===== src/rtl/instr_encode.sv =====
// RV32I instruction encoder: packs fields and immediate into a 32-bit word behind a 2-entry output FIFO.
// Optional immediate range checking is enabled by defining INSTR_ENCODE_IMM_CHECK_EN.
module instr_encode (
    input  logic        clk,
    input  logic        rst_n,
    input  logic        in_valid,
    output logic        in_ready,
    input  logic [3:0]  inst_type,
    input  logic [6:0]  opcode,
    input  logic [4:0]  rd_addr,
    input  logic [2:0]  funct3,
    input  logic [4:0]  rs1_addr,
    input  logic [4:0]  rs2_addr,
    input  logic [6:0]  funct7,
    input  logic [31:0] immediate,
    output logic        out_valid,
    input  logic        out_ready,
    output logic [31:0] instruction,
    output logic        out_err
);

    // Shared instruction-format codes (mirrors defines.v)
    localparam logic [3:0] TYPE_R       = 4'd0;
    localparam logic [3:0] TYPE_I       = 4'd1;
    localparam logic [3:0] TYPE_S       = 4'd2;
    localparam logic [3:0] TYPE_B       = 4'd3;
    localparam logic [3:0] TYPE_U       = 4'd4;
    localparam logic [3:0] TYPE_J       = 4'd5;
    localparam logic [3:0] TYPE_INVALID = 4'd15;

    // Returns {err, word}; unknown formats yield a zero word with the error flag set.
    function automatic logic [32:0] encode(
        input logic [3:0]  t,
        input logic [6:0]  op,
        input logic [4:0]  rd,
        input logic [2:0]  f3,
        input logic [4:0]  rs1,
        input logic [4:0]  rs2,
        input logic [6:0]  f7,
        input logic [31:0] imm
    );
        logic [31:0] word;
        logic        err;
        word = 32'h0000_0000;
        err  = 1'b0;
        case (t)
            TYPE_R: word = {f7, rs2, rs1, f3, rd, op};
            TYPE_I: begin
                word = {imm[11:0], rs1, f3, rd, op};
`ifdef INSTR_ENCODE_IMM_CHECK_EN
                err = !((&imm[31:11]) || (~|imm[31:11]));
`endif
            end
            TYPE_S: begin
                word = {imm[11:5], rs2, rs1, f3, imm[4:0], op};
`ifdef INSTR_ENCODE_IMM_CHECK_EN
                err = !((&imm[31:11]) || (~|imm[31:11]));
`endif
            end
            TYPE_B: begin
                word = {imm[12], imm[10:5], rs2, rs1, f3, imm[4:1], imm[11], op};
`ifdef INSTR_ENCODE_IMM_CHECK_EN
                err = imm[0] || !((&imm[31:12]) || (~|imm[31:12]));
`endif
            end
            TYPE_U: begin
                word = {imm[31:12], rd, op};
`ifdef INSTR_ENCODE_IMM_CHECK_EN
                err = |imm[11:0];
`endif
            end
            TYPE_J: begin
                word = {imm[20], imm[10:1], imm[11], imm[19:12], rd, op};
`ifdef INSTR_ENCODE_IMM_CHECK_EN
                err = imm[0] || !((&imm[31:20]) || (~|imm[31:20]));
`endif
            end
            default: begin
                word = 32'h0000_0000;
                err  = 1'b1;
            end
        endcase
        return {err, word};
    endfunction

    logic [31:0] word_mem_r [0:1];
    logic        err_mem_r  [0:1];
    logic        wr_ptr_r;
    logic        rd_ptr_r;
    logic [1:0]  count_r;
    logic        push_s;
    logic        pop_s;
    logic [32:0] enc_s;

    assign enc_s     = encode(inst_type, opcode, rd_addr, funct3, rs1_addr, rs2_addr, funct7, immediate);
    assign out_valid = (count_r != 2'd0);
    assign in_ready  = (count_r != 2'd2) || out_ready;
    assign push_s    = in_valid && in_ready;
    assign pop_s     = out_valid && out_ready;

    // Head outputs are gated so stale, unreset storage never leaks out
    always_comb begin
        instruction = 32'h0000_0000;
        out_err     = 1'b0;
        if (out_valid) begin
            instruction = word_mem_r[rd_ptr_r];
            out_err     = err_mem_r[rd_ptr_r];
        end else begin
            instruction = 32'h0000_0000;
            out_err     = 1'b0;
        end
    end

    // Entry storage: written at the tail on push, deliberately not reset
    always_ff @(posedge clk) begin
        if (push_s) begin
            word_mem_r[wr_ptr_r] <= enc_s[31:0];
            err_mem_r[wr_ptr_r]  <= enc_s[32];
        end
    end

    // Pointer and occupancy bookkeeping
    always_ff @(posedge clk or negedge rst_n) begin
        if (!rst_n) begin
            wr_ptr_r <= 1'b0;
            rd_ptr_r <= 1'b0;
            count_r  <= 2'd0;
        end else begin
            if (push_s) wr_ptr_r <= ~wr_ptr_r;
            if (pop_s)  rd_ptr_r <= ~rd_ptr_r;
            case ({push_s, pop_s})
                2'b10:   count_r <= count_r + 2'd1;
                2'b01:   count_r <= count_r - 2'd1;
                default: count_r <= count_r;
            endcase
        end
    end

endmodule


===== config.mk =====
export PLATFORM = sky130hd
export DESIGN_NAME = instr_encode
export DESIGN_NICKNAME = d
export VERILOG_FILES = /design/src/rtl/instr_encode.sv
export SDC_FILE = /design/constraint.sdc
export NUM_CORES = 1
export LEC_CHECK = 0
export BUFFER_PORTS_ARGS = -buffer_cell sky130_fd_sc_hd__buf_2
export CAP_MARGIN = 10
export CORE_ASPECT_RATIO = 1.2
export CORE_MARGIN = 2
export CORE_UTILIZATION = 51
export DETAILED_ROUTE_END_ITERATION = 12
export GPL_ROUTABILITY_DRIVEN = 0
export PLACE_DENSITY = 0.8
export SYNTH_ARGS = -nofsm -noshare
export SYNTH_HDL_FRONTEND = slang
export SYNTH_SLANG_ARGS = --single-unit
export TNS_END_PERCENT = 10

===== constraint.sdc =====
create_clock -name clk -period 3.7 [get_ports clk]
set_clock_uncertainty 0.2 [all_clocks]
set_input_delay 0 -clock clk [delete_from_list [all_inputs] [get_ports clk]]
set_output_delay 0 -clock clk [all_outputs]
set_load 0.05 [all_outputs]

# [Yosys cells after proc, flatten, opt, wreduce, memory -nomap -nowiden]
# Memories as Yosys holds them, arrays and structs flattened.
# Cells that the tools add are included.
[word_totals] register_bits=4 ram_bits=66 in_bits=72 output_inout_bits=35 elab_cells=31 n_memories=2
[classes] addsub=2 eq_ne=8 n_mux=7 n_bitwise=2 reduce_logical=7
[memory_table] name="word_mem_r" words=2 word_bits=32 rd=1 rd_ports_with_merged_regs=0 wr=1 line="86" rtl="logic [31:0] word_mem_r [0:1];"
[memory_table] name="err_mem_r" words=2 word_bits=1 rd=1 rd_ports_with_merged_regs=0 wr=1 line="87" rtl="logic err_mem_r [0:1];"
[ops] cell="case mux 32 bit (6 select lines)" n=1
[ops] cell="two-way mux 32 bit" n=1
[ops] cell="== test 4 x 2 -> 1 bit (second input constant)" n=2
[ops] cell="== test 4 x 3 -> 1 bit (second input constant)" n=2
[ops] cell="OR reduction 6 bit" n=1
[ops] cell="== test 4 x 1 -> 1 bit (second input constant)" n=1
[ops] cell="logical NOT 4 bit" n=1
[ops] cell="two-way mux 1 bit" n=4
[ops] cell="case mux 2 bit (2 select lines)" n=1
[ops] cell="nonzero test 2 bit" n=2
[ops] cell="adder 2 x 1 -> 2 bit (second input constant)" n=1
[ops] cell="== test 2 x 1 -> 1 bit (second input constant)" n=1
[ops] cell="== test 2 bit (second input constant)" n=1
[ops] cell="logical AND 1 bit" n=2
[ops] cell="inequality test 2 bit (second input constant)" n=1
[ops] cell="inverter 1 bit" n=2
[ops] cell="subtractor 2 x 1 -> 2 bit (second input constant)" n=1
[ops] cell="logical OR 1 bit" n=1

# [Logic depth before layout (Yosys ltp)]
# Gate-level depths: netlist of run 1.
[depth] ltp_word=5 mapped_depth=7

# [Worst setup path after synthesis of run 1]
# Ideal clock, no wire load.
[synth_timing] kind="register to register" from="register count_r[1]" to="memory err_mem_r[0] (enable)" setup_ns=0.423 arrival_time_ns=2.342 t_required_ns=3.077 slack_ns=0.735 path_stages_with_launch=4 n_path_buf=0 synth_period_minus_slack_ns=2.965 cell_sequence="dfrtp_1 -> or3b_2 -> nand2_1 -> nor2_1"
[synth_between] elab_chain_len=5
[synth_rtl] item="from (decl)" line="90" rtl="logic [1:0] count_r;"
[synth_rtl] item="from (signal assigned)" line="132" rtl="2'b10: count_r <= count_r + 2'd1;"
[synth_rtl] item="from (signal assigned)" line="133" rtl="2'b01: count_r <= count_r - 2'd1;"
[synth_rtl] item="from (signal assigned)" line="134" rtl="default: count_r <= count_r;"
[synth_rtl] item="inequality test 2 bit" line="97" rtl="assign in_ready = (count_r != 2'd2) || out_ready;"
[synth_rtl] item="logical OR 1 bit" line="97"
[synth_rtl] item="via in_ready" line="7" rtl="output logic in_ready,"
[synth_rtl] item="logical AND 1 bit" line="98" rtl="assign push_s = in_valid && in_ready;"
[synth_rtl] item="two-way mux 1 bit" line="116" rtl="if (push_s) begin"
[synth_rtl] item="two-way mux 1 bit (implied by the code)" line="118" rtl="err_mem_r[wr_ptr_r] <= enc_s[32];"
[synth_rtl] item="to (decl)" line="87"
# The timed path passes the listed nets, and every way through them passes these cells.

# [Worst setup path in the final report of run 1]
[layout_timing] from="register rd_ptr_r" to="output port instruction[12]"
[layout_between] elab_chain_len=2
[layout_rtl] item="from (decl)" line="89" rtl="logic rd_ptr_r;"
[layout_rtl] item="from (signal assigned)" line="130" rtl="if (pop_s) rd_ptr_r <= ~rd_ptr_r;"
[layout_rtl] item="memory (2 x 32 bit)"
[layout_rtl] item="two-way mux 32 bit" line="105" rtl="if (out_valid) begin"
[layout_rtl] item="to (decl)" line="18" rtl="output logic [31:0] instruction,"
# No other way between the ends.

==> results.tsv, run 1 <==
metric	value	unit
synth.yosys.seq_area_share	63.20	%
dieHeight	92.05	um
syn_area_per_cell	12.92	um2
power.leakage	1.970	nW
worst_setup_hold_path_clk_slew	0.07	ns
fill_cells	431	
die_x	77.37	um
floorplan.io_pins	107	
grt_max_degree	35	
detailedRoute.firstIterationViolations	117	
finalWirelength	7809	um
multi_input_comb_area	1116	um2
timing.final.max_slew_violations	0	
cts.sinks	70	
starting_density	52.08	%
number_of_global_route_vias_before_repair	2621	
layout_min_cycle_time	2.323	ns
core_region_area	6326	um2
cts-root-to-sink-buffers	2	
worst-endpoint-arrival	2.12	ns
hpwl	4684	um
synth.lib_cells_used.distinct	33	
cts_tree	built	
fraction_of_met3_tracks_used_by_global_routing	3.150	%
area_growth	38.89	%
ys_top_cells_by_area	sky130_fd_sc_hd__edfxtp_1 60%, sky130_fd_sc_hd__mux2i_1 11%, sky130_fd_sc_hd__nor2_1 6.2%	
finalPower	0.003394	W
cp-end-kind	primary output	
critical_path_peak_fanout	34	
setup_viol	0	
grt_antenna_before_repair	0	
floorplan.rows	32	
first_pass_iters	4	
synth-seq-cells	70	
syn_area	3294	um2
remaining_drc_errors	0	
timing_worst_setup_path_type	reg2out	
max_slew_margin	32.60	%
fmax	430.4	MHz
worst-slew-pin-transition	1.011	ns
grt_remaining_overflow	0	
route.detailed.wl_per_inst	15.52	um
maxCapViolCount	0	
busiest_layer	met2	
syn-instance-count	255	
htree_num_levels	3	
synth_area_leader_cell	sky130_fd_sc_hd__edfxtp_1	
first_pass_grt_wire_length	12260	um
sequential_standard_cell_area	2083	um2
post-route-period-util	62.80	%
finish.utilization	72.33	%
grt_util_met1	26.13	%
hold_viol_final	0	
syn_nets	328	
insertion_delay_to_the_later_sink_of_the_worst_skew_pair	0.33	ns
port_buffers	106	
gr-usage-all-layers	22.89	%
synth.top_cell.area_share	60.16	%
ant_nets	0	
ir_worst_vdd	0.4262	mV
vias_per_cell	5.085	
critPathLaunchType	flop	
rsz0062_at_grt	false	
clock-root-buffer	sky130_fd_sc_hd__clkbuf_8	
worst_hold_path_type	in2reg	
drive_gt1_share	32.30	%
met2_resource_use_gr	41.16	%
dieArea	7122	um2
run_status	complete, no violations	
ys.warnings.count	0	
synth_edf_count	66	
nNetsFinal	487	
synth_top_flop_cell	sky130_fd_sc_hd__edfxtp_1	
synth_async_sr_flop_share	5.714	%
detailroute.via_count	2558	
required	3.50	ns
tritoncts.num_buffers	9	
power_density	741.7	nW/um2
insertedDiodeCount	0	
totalNegativeSetupSlack	0	ns
==> critical path: stages (launching register included) <==
cell and delay (ns):
sky130_fd_sc_hd__dfrtp_2 1.03, sky130_fd_sc_hd__mux2i_1 0.23, sky130_fd_sc_hd__nor2_1 0.21, sky130_fd_sc_hd__buf_2 0.30
==> state kept, by name (all words and copies together) (netlist names) <==
signal,count
err_mem_r,2
rd_ptr_r,1
count_r,2
wr_ptr_r,1
word_mem_r,64
==> synthesized netlist by cell type (2+ instances only) <==
library cell	instances
sky130_fd_sc_hd__nor2_1	54
sky130_fd_sc_hd__xor2_1	2
sky130_fd_sc_hd__nor3b_1	2
sky130_fd_sc_hd__a222oi_1	4
sky130_fd_sc_hd__clkbuf_1	3
sky130_fd_sc_hd__inv_1	5
sky130_fd_sc_hd__nor4_4	2
sky130_fd_sc_hd__nor3_1	2
sky130_fd_sc_hd__o21ai_0	3
sky130_fd_sc_hd__xnor2_1	3
sky130_fd_sc_hd__edfxtp_1	66
sky130_fd_sc_hd__a21oi_1	10
sky130_fd_sc_hd__a22oi_1	13
sky130_fd_sc_hd__mux2i_1	35
sky130_fd_sc_hd__buf_2	7
sky130_fd_sc_hd__inv_2	2
sky130_fd_sc_hd__and2_1	8
sky130_fd_sc_hd__buf_6	2
sky130_fd_sc_hd__dfrtp_1	4
sky130_fd_sc_hd__nand2_1	8
sky130_fd_sc_hd__and2b_1	2
sky130_fd_sc_hd__nor2b_1	6
sky130_fd_sc_hd__mux2_2	2
==> stage by stage <==
step                setup slack (ns)  hold slack (ns)  instances  cell area (um2)
floorplan                     0.7353          -0.4956        255             3294
global placement               1.628          -0.3923        433             3870
detailed placement             1.589          -0.3873        433             3870
CTS                            1.375          0.01174        503             4576
global route                   1.284          0.07015        503             4576
finish                         1.377          0.03729        503             4576
==> cell type report <==
class	count	area share [%]
sequential	70	45.53
multi-input combinational	164	24.39
timing repair buffer	162	23.79
clock buffer	10	2.789
tap	85	2.324
clock inverter	5	0.6016
inverter	7	0.5742
==> what timing repair did <==
action                                 CTS  global route
endpoints found under the hold margin   69             0
hold buffers                            55             0
setup buffers                            0             0
gates resized for setup                  0             0
setup endpoints to repair                0             0
==> final timing paths <==
check | start | end | slack [ns] | depth (start not counted)
min in group asynchronous | rst_n | wr_ptr_r$_DFFE_PN0P_ | 0.38 | 3
max in group asynchronous | rst_n | rd_ptr_r$_DFFE_PN0P_ | 2.73 | 3
hold reg to reg | count_r[1]$_DFFE_PN0P_ | count_r[1]$_DFFE_PN0P_ | 0.31 | 1
setup / recovery | rd_ptr_r$_DFFE_PN0P_ | instruction[12] | 1.38 | 3
setup reg to reg | count_r[1]$_DFFE_PN0P_ | word_mem_r[0][11]$_DFFE_PP_ | 1.59 | 3
hold / removal | rd_addr[3] | word_mem_r[1][10]$_DFFE_PP_ | 0.04 | 4
==> logic make-up (layout without fill, tap and decap cells) <==
group                      count (synthesis)  after routing  synth area share [%]
xor gates and xnor gates                   5              5                 1.330
muxes                                     37             37                 11.32
buffers and inverters                     21            184                 3.266
adders and majority gates                  1              1                0.3797
DFF                                       70             70                 63.20
and+or+nand+nor                           87             87                 12.95
AOI/OAI and AO/OA                         34             34                 7.558
==> metal layers <==
layer  part of all wire, %  up-vias
met5                     0        -
met2                    54       90
li1                      -     1253
met4                   2.5        0
met1                    39     1200
met3                   4.7       15
==> layout by cell type, fill, tap and decap left out, types with 2 or more instances in the layout <==
cell                              n
sky130_fd_sc_hd__nor2_1          52
sky130_fd_sc_hd__inv_1            5
sky130_fd_sc_hd__dfrtp_1          3
sky130_fd_sc_hd__xor2_1           2
sky130_fd_sc_hd__o21ai_0          3
sky130_fd_sc_hd__xnor2_1          3
sky130_fd_sc_hd__edfxtp_1        66
sky130_fd_sc_hd__mux2_2           2
sky130_fd_sc_hd__a222oi_1         4
sky130_fd_sc_hd__inv_2            2
sky130_fd_sc_hd__and2b_1          2
sky130_fd_sc_hd__a22oi_1         13
sky130_fd_sc_hd__nor3_1           2
sky130_fd_sc_hd__clkbuf_8         9
sky130_fd_sc_hd__mux2i_1         35
sky130_fd_sc_hd__a21oi_1         10
sky130_fd_sc_hd__nor2b_1          6
sky130_fd_sc_hd__buf_2          106
sky130_fd_sc_hd__and2_1           8
sky130_fd_sc_hd__nor4_4           2
sky130_fd_sc_hd__nor3b_1          2
sky130_fd_sc_hd__dlygate4sd3_1   55
sky130_fd_sc_hd__nand2_1          8
sky130_fd_sc_hd__clkinv_2         4
==> where the power goes <==
group / leakage, nW / switching, W / internal, W
Combinational: 1.21 / 0.00120 / 0.000456
Sequential: 0.677 / 0.000152 / 0.00109
Clock: 0.0817 / 0.000260 / 0.000234
No activity file was read; power rests on OpenSTA's default activity.
==> run 2, diff against run 1 <==
CORE_UTILIZATION = 46   (was 51)
PLACE_DENSITY = 0.76   (was 0.8)
clock period = 1.9 ns   (was 3.7 ns; I/O delays follow)
==> results.tsv, run 2 (synthesized netlist as in run 1, its figures left out) <==
metric	value	unit
cp-end-kind	primary output	
first_pass_iters	4	
grt_antenna_before_repair	0	
remaining_drc_errors	0	
timing_worst_setup_path_type	reg2out	
wl_met3	362	um
first_pass_grt_wire_length	12210	um
floorplan.io_pins	107	
port_buffers	106	
ant_nets	0	
largest_register_ffs	64	
required	1.70	ns
layout_min_cycle_time	1.891	ns
finish.utilization	70.02	%
timing.critical_path.slowest_cell_delay	0.59	ns
fmax	528.8	MHz
cpLargestDelayFamily	flip-flops	
wl_met2	4128	um
dieHeight	96.71	um
cts_tree	built	
htree_num_levels	3	
timing.final.max_slew_violations	0	
hold_slack	0.04323	ns
worst-slew-pin-transition	0.5396	ns
critical_path.n_buffers_inverters	2	
setup_viol	0	
die_x	81.26	um
wl_met1	2945	um
nNetsFinal	500	
maxCapViolCount	0	
ir_worst_vdd	0.8683	mV
worst_hold_path_type	in2reg	
hpwl	5005	um
floorplan.rows	33	
detailroute.via_count	2610	
critical_path_peak_fanout	13	
power_density	1507	nW/um2
tritoncts.num_buffers	9	
detailedRoute.firstIterationViolations	125	
vias_per_cell	5.029	
cts.sinks	70	
power.leakage	2.084	nW
cts-root-to-sink-buffers	2	
finalWirelength	7653	um
grt_max_degree	34	
max_slew_margin	63.94	%
finalPower	0.007275	W
drive_gt1_share	34.95	%
core_region_area	6895	um2
number_of_global_route_vias_before_repair	2667	
rsz0062_at_grt	true	
starting_density	47.78	%
most-common-layout-cells	100 x sky130_fd_sc_hd__buf_2, 66 x sky130_fd_sc_hd__edfxtp_1, 56 x sky130_fd_sc_hd__dlygate4sd3_1	
top_layer_used	met4	
run_status	complete, no violations	
grt_remaining_overflow	0	
slowest_stage	sky130_fd_sc_hd__dfrtp_4	
insertion_delay_to_the_later_sink_of_the_worst_skew_pair	0.33	ns
critPathLaunchType	flop	
route.detailed.wl_per_inst	14.75	um
dieArea	7858	um2
post-route-period-util	99.53	%
worst-endpoint-arrival	1.69	ns
area_growth	46.56	%
clock-root-buffer	sky130_fd_sc_hd__clkbuf_8	
gr-usage-all-layers	20.80	%
layout.cells.most_common	sky130_fd_sc_hd__buf_2	
worst_setup_hold_path_clk_slew	0.07	ns
biggestRegsByFlops	word_mem_r (64), count_r (2), err_mem_r (2)	
timing.critical_path.cells	buf_4, mux2i_1, nor2_1, buf_2	
insertedDiodeCount	0	
registers.top_by_ff_count	word_mem_r	
hold_viol_final	0	
==> run 2: cell types whose count changed in the layout (fill, tap and decap cells not counted), sizes merged <==
cell / change
clkbuf: +4
nor2: +1
buf: +6
clkinvlp: -1
dlygate4sd3: +1
bufinv: +3
==> run 2: path summary, 6_finish.rpt <==
| kind | slack (ns) | startpoint | depth (start not counted) | endpoint |
|---|---|---|---|---|
| setup / recovery | 0.009 | rd_ptr_r$_DFFE_PN0P_ | 4 | instruction[25] |
| hold / removal | 0.04 | immediate[0] | 4 | word_mem_r[0][7]$_DFFE_PP_ |
| setup reg to reg | 0.06 | count_r[0]$_DFFE_PN0P_ | 8 | count_r[1]$_DFFE_PN0P_ |
| hold reg to reg | 0.39 | count_r[1]$_DFFE_PN0P_ | 2 | count_r[1]$_DFFE_PN0P_ |
| max in group asynchronous | 0.95 | rst_n | 3 | rd_ptr_r$_DFFE_PN0P_ |
| min in group asynchronous | 0.35 | rst_n | 3 | wr_ptr_r$_DFFE_PN0P_ |
==> run 2: what timing repair did <==
item / in CTS / in global routing
cloned: 1 / 0
setup buffers: 0 / 2
hold buffers: 56 / 0
endpoints found under the setup margin: 59 / 23
gates resized for setup: 3 / 9
endpoints found under the hold margin: 102 / 0
pin swaps: 5 / 1
==> run 2: per-layer routing <==
metal | global-route usage [%] | vias to the layer above
li1 | - | 1277
met3 | 4.664 | 17
met2 | 36.81 | 82
met5 | 0 | -
met1 | 23.00 | 1234
met4 | 9.778 | 0
==> run 2: layout make-up <==
class | count | area (um2)
clock buffer | 9 | 123.9
clock inverter | 7 | 112.6
fill | 469 | 2067
inverter | 7 | 26.28
multi-input combinational | 165 | 1142
sequential | 70 | 2086
tap | 87 | 108.9
timing repair buffer | 174 | 1229
==> run 2: worst register-to-register path, stage by stage (launching register included) <==
cell and delay [ns]:
sky130_fd_sc_hd__dfrtp_1 0.39, sky130_fd_sc_hd__buf_4 0.15, sky130_fd_sc_hd__nor2_2 0.17, sky130_fd_sc_hd__inv_2 0.05
sky130_fd_sc_hd__and2_1 0.17, sky130_fd_sc_hd__ha_1 0.19, sky130_fd_sc_hd__xnor2_1 0.13, sky130_fd_sc_hd__nor2_1 0.12
sky130_fd_sc_hd__xor2_1 0.18
==> run 2: power by group <==
| group | switching [W] | internal (W) | total, W |
|---|---|---|---|
| registers | 0.000184 | 0.00213 | 0.00231 |
| clock network | 0.000521 | 0.000864 | 0.00139 |
| logic | 0.00250 | 0.00107 | 0.00358 |
==> run 2: metrics by stage <==
stage / instance area [um2] / TNS (ns) / cells / setup slack, ns
2_1_floorplan: 3313 / -1.760 / 255 / -0.06052
3_3_place_gp: 3975 / -2.958 / 444 / -0.09124
3_5_place_dp: 3975 / -4.501 / 444 / -0.1386
4_1_cts: 4790 / 0 / 517 / 0.006831
5_1_grt: 4828 / -0.1629 / 519 / -0.04274
6_report: 4828 / 0 / 519 / 0.008942
==> run 3, diff against run 2 <==
PLACE_DENSITY = 0.8   (was 0.76)
==> results.tsv, run 3 (synthesized netlist as in run 1, its figures left out) <==
metric	value	unit
post-route-cell-area	4817	um2
vias_per_cell	5.035	
dieArea	7858	um2
cts-root-to-sink-buffers	2	
busiest_layer	met2	
timing.critical_path.slowest_cell_delay	0.40	ns
maxCapViolCount	0	
insertion_delay_to_the_later_sink_of_the_worst_skew_pair	0.33	ns
layout.cells.most_common	sky130_fd_sc_hd__buf_2	
floorplan.io_pins	107	
htree_num_levels	3	
biggestRegsByFlops	word_mem_r (64), count_r (2), err_mem_r (2)	
cts_tree	built	
met2_resource_use_gr	34.71	%
fraction_of_met3_tracks_used_by_global_routing	3.545	%
starting_density	47.78	%
required	1.96	ns
insertedDiodeCount	0	
timing_worst_setup_path_type	reg2reg	
fmax	533.5	MHz
first_pass_iters	4	
detailedRoute.firstIterationViolations	139	
ant_nets	0	
grt_remaining_overflow	0	
gr-usage-all-layers	20.87	%
totalNegativeSetupSlack	0	ns
grt_util_met1	25.72	%
detailroute.via_count	2608	
pre_cts_ws	-0.1120	ns
placed_area	3953	um2
tritoncts.num_buffers	9	
critical_path_peak_fanout	3	
port_buffers	106	
worst_hold_path_type	in2reg	
grt_max_degree	35	
worst_setup_hold_path_clk_slew	0.08	ns
rsz0062_at_grt	true	
setup_viol	0	
worst-slew-pin-transition	0.5201	ns
cp-end-kind	flop	
nNetsFinal	500	
max_slew_margin	65.24	%
route.detailed.wl_per_inst	14.99	um
ir_worst_vdd	1.439	mV
hpwl	4753	um
cpLargestDelayFamily	simple AND/OR/NAND/NOR gates	
finalWirelength	7766	um
post-route-period-util	98.66	%
run_status	complete, no violations	
cts.sinks	70	
dieHeight	96.71	um
area_growth	46.22	%
hold_viol_final	0	
finalWorstSetupSlack	0.02550	ns
critical_path.n_buffers_inverters	1	
largest_register_ffs	64	
power.leakage	2.075	nW
registers.top_by_ff_count	word_mem_r	
core_region_area	6895	um2
die_x	81.26	um
worst-endpoint-arrival	1.93	ns
timing.critical_path.cells	or3b_4, nand2_4, buf_4, ha_1, nor2_1, xor2_1	
remaining_drc_errors	0	
clock-root-buffer	sky130_fd_sc_hd__clkbuf_8	
timing.final.max_slew_violations	0	
layout_min_cycle_time	1.874	ns
grt_antenna_before_repair	0	
first_pass_grt_wire_length	12210	um
power_density	1501	nW/um2
slowest_stage	sky130_fd_sc_hd__or3b_4	
critPathLaunchType	flop	
drive_gt1_share	34.34	%
most-common-layout-cells	105 x sky130_fd_sc_hd__buf_2, 66 x sky130_fd_sc_hd__edfxtp_1, 58 x sky130_fd_sc_hd__dlygate4sd3_1	
floorplan.rows	33	
number_of_global_route_vias_before_repair	2585	
run 3: cell count changes in the layout (fill, tap and decap cells not counted), sizes merged:
cell / previous run / this run
clkbuf: 14 / 10
buf: 113 / 115
clkinv: 4 / 2
dlygate4sd3: 56 / 58
clkinvlp: 0 / 1
run 3: final timing paths:
| kind | startpoint | endpoint | slack [ns] | cells after the start |
|---|---|---|---|---|
| min in group asynchronous | rst_n | count_r[1]$_DFFE_PN0P_ | 0.36 | 3 |
| hold / removal | inst_type[3] | err_mem_r[1]$_DFFE_PP_ | 0.04 | 3 |
| max in group asynchronous | rst_n | rd_ptr_r$_DFFE_PN0P_ | 0.94 | 3 |
| hold reg to reg | count_r[1]$_DFFE_PN0P_ | count_r[1]$_DFFE_PN0P_ | 0.39 | 2 |
| setup / recovery | count_r[0]$_DFFE_PN0P_ | count_r[1]$_DFFE_PN0P_ | 0.03 | 6 |
| setup reg to reg | count_r[0]$_DFFE_PN0P_ | count_r[1]$_DFFE_PN0P_ | 0.03 | 6 |
run 3: worst min-delay path, cell delays in order:
cell and delay (ns):
sky130_fd_sc_hd__buf_2 0.25, sky130_fd_sc_hd__a21oi_4 0.10, sky130_fd_sc_hd__inv_2 0.10
run 3: routing by layer:
layer / vias to the layer above / wire (um)
met5: - / 0
met4: 0 / 149
met3: 12 / 479
met2: 103 / 4139
met1: 1215 / 2997
li1: 1278 / -
run 3: repair_timing:
action,in CTS,in global routing
hold buffers,58,0
setup endpoints to repair,66,38
gates cloned,1,0
setup buffers,0,3
resized for setup,2,3
pin swaps,1,3
endpoints found under the hold margin,104,0
run 3: area by class of cell:
| type | instances | area [um2] |
|---|---|---|
| fill | 452 | 2078 |
| clock inverter | 6 | 111.4 |
| tap | 87 | 108.9 |
| sequential | 70 | 2083 |
| multi-input combinational | 165 | 1142 |
| clock buffer | 9 | 123.9 |
| inverter | 7 | 26.28 |
| timing repair buffer | 174 | 1221 |
run 3: power by group:
part           switching [W]  internal, W
combinational        0.00258      0.00102
clock               0.000532     0.000864
sequential          0.000119      0.00212
total                0.00323      0.00400
run 3: stage by stage:
stage / hold slack (ns) / power [W] / util (%) / std cells
2_1_floorplan: -0.4956 / 0.004849 / - / 255
3_3_place_gp: -0.3903 / 0.005650 / 57.32 / 441
3_5_place_dp: -0.3851 / 0.005708 / 57.32 / 441
4_1_cts: 0.01553 / 0.007228 / 69.37 / 515
5_1_grt: 0.04036 / 0.007539 / 69.86 / 518
6_report: 0.04281 / 0.007230 / 69.86 / 518
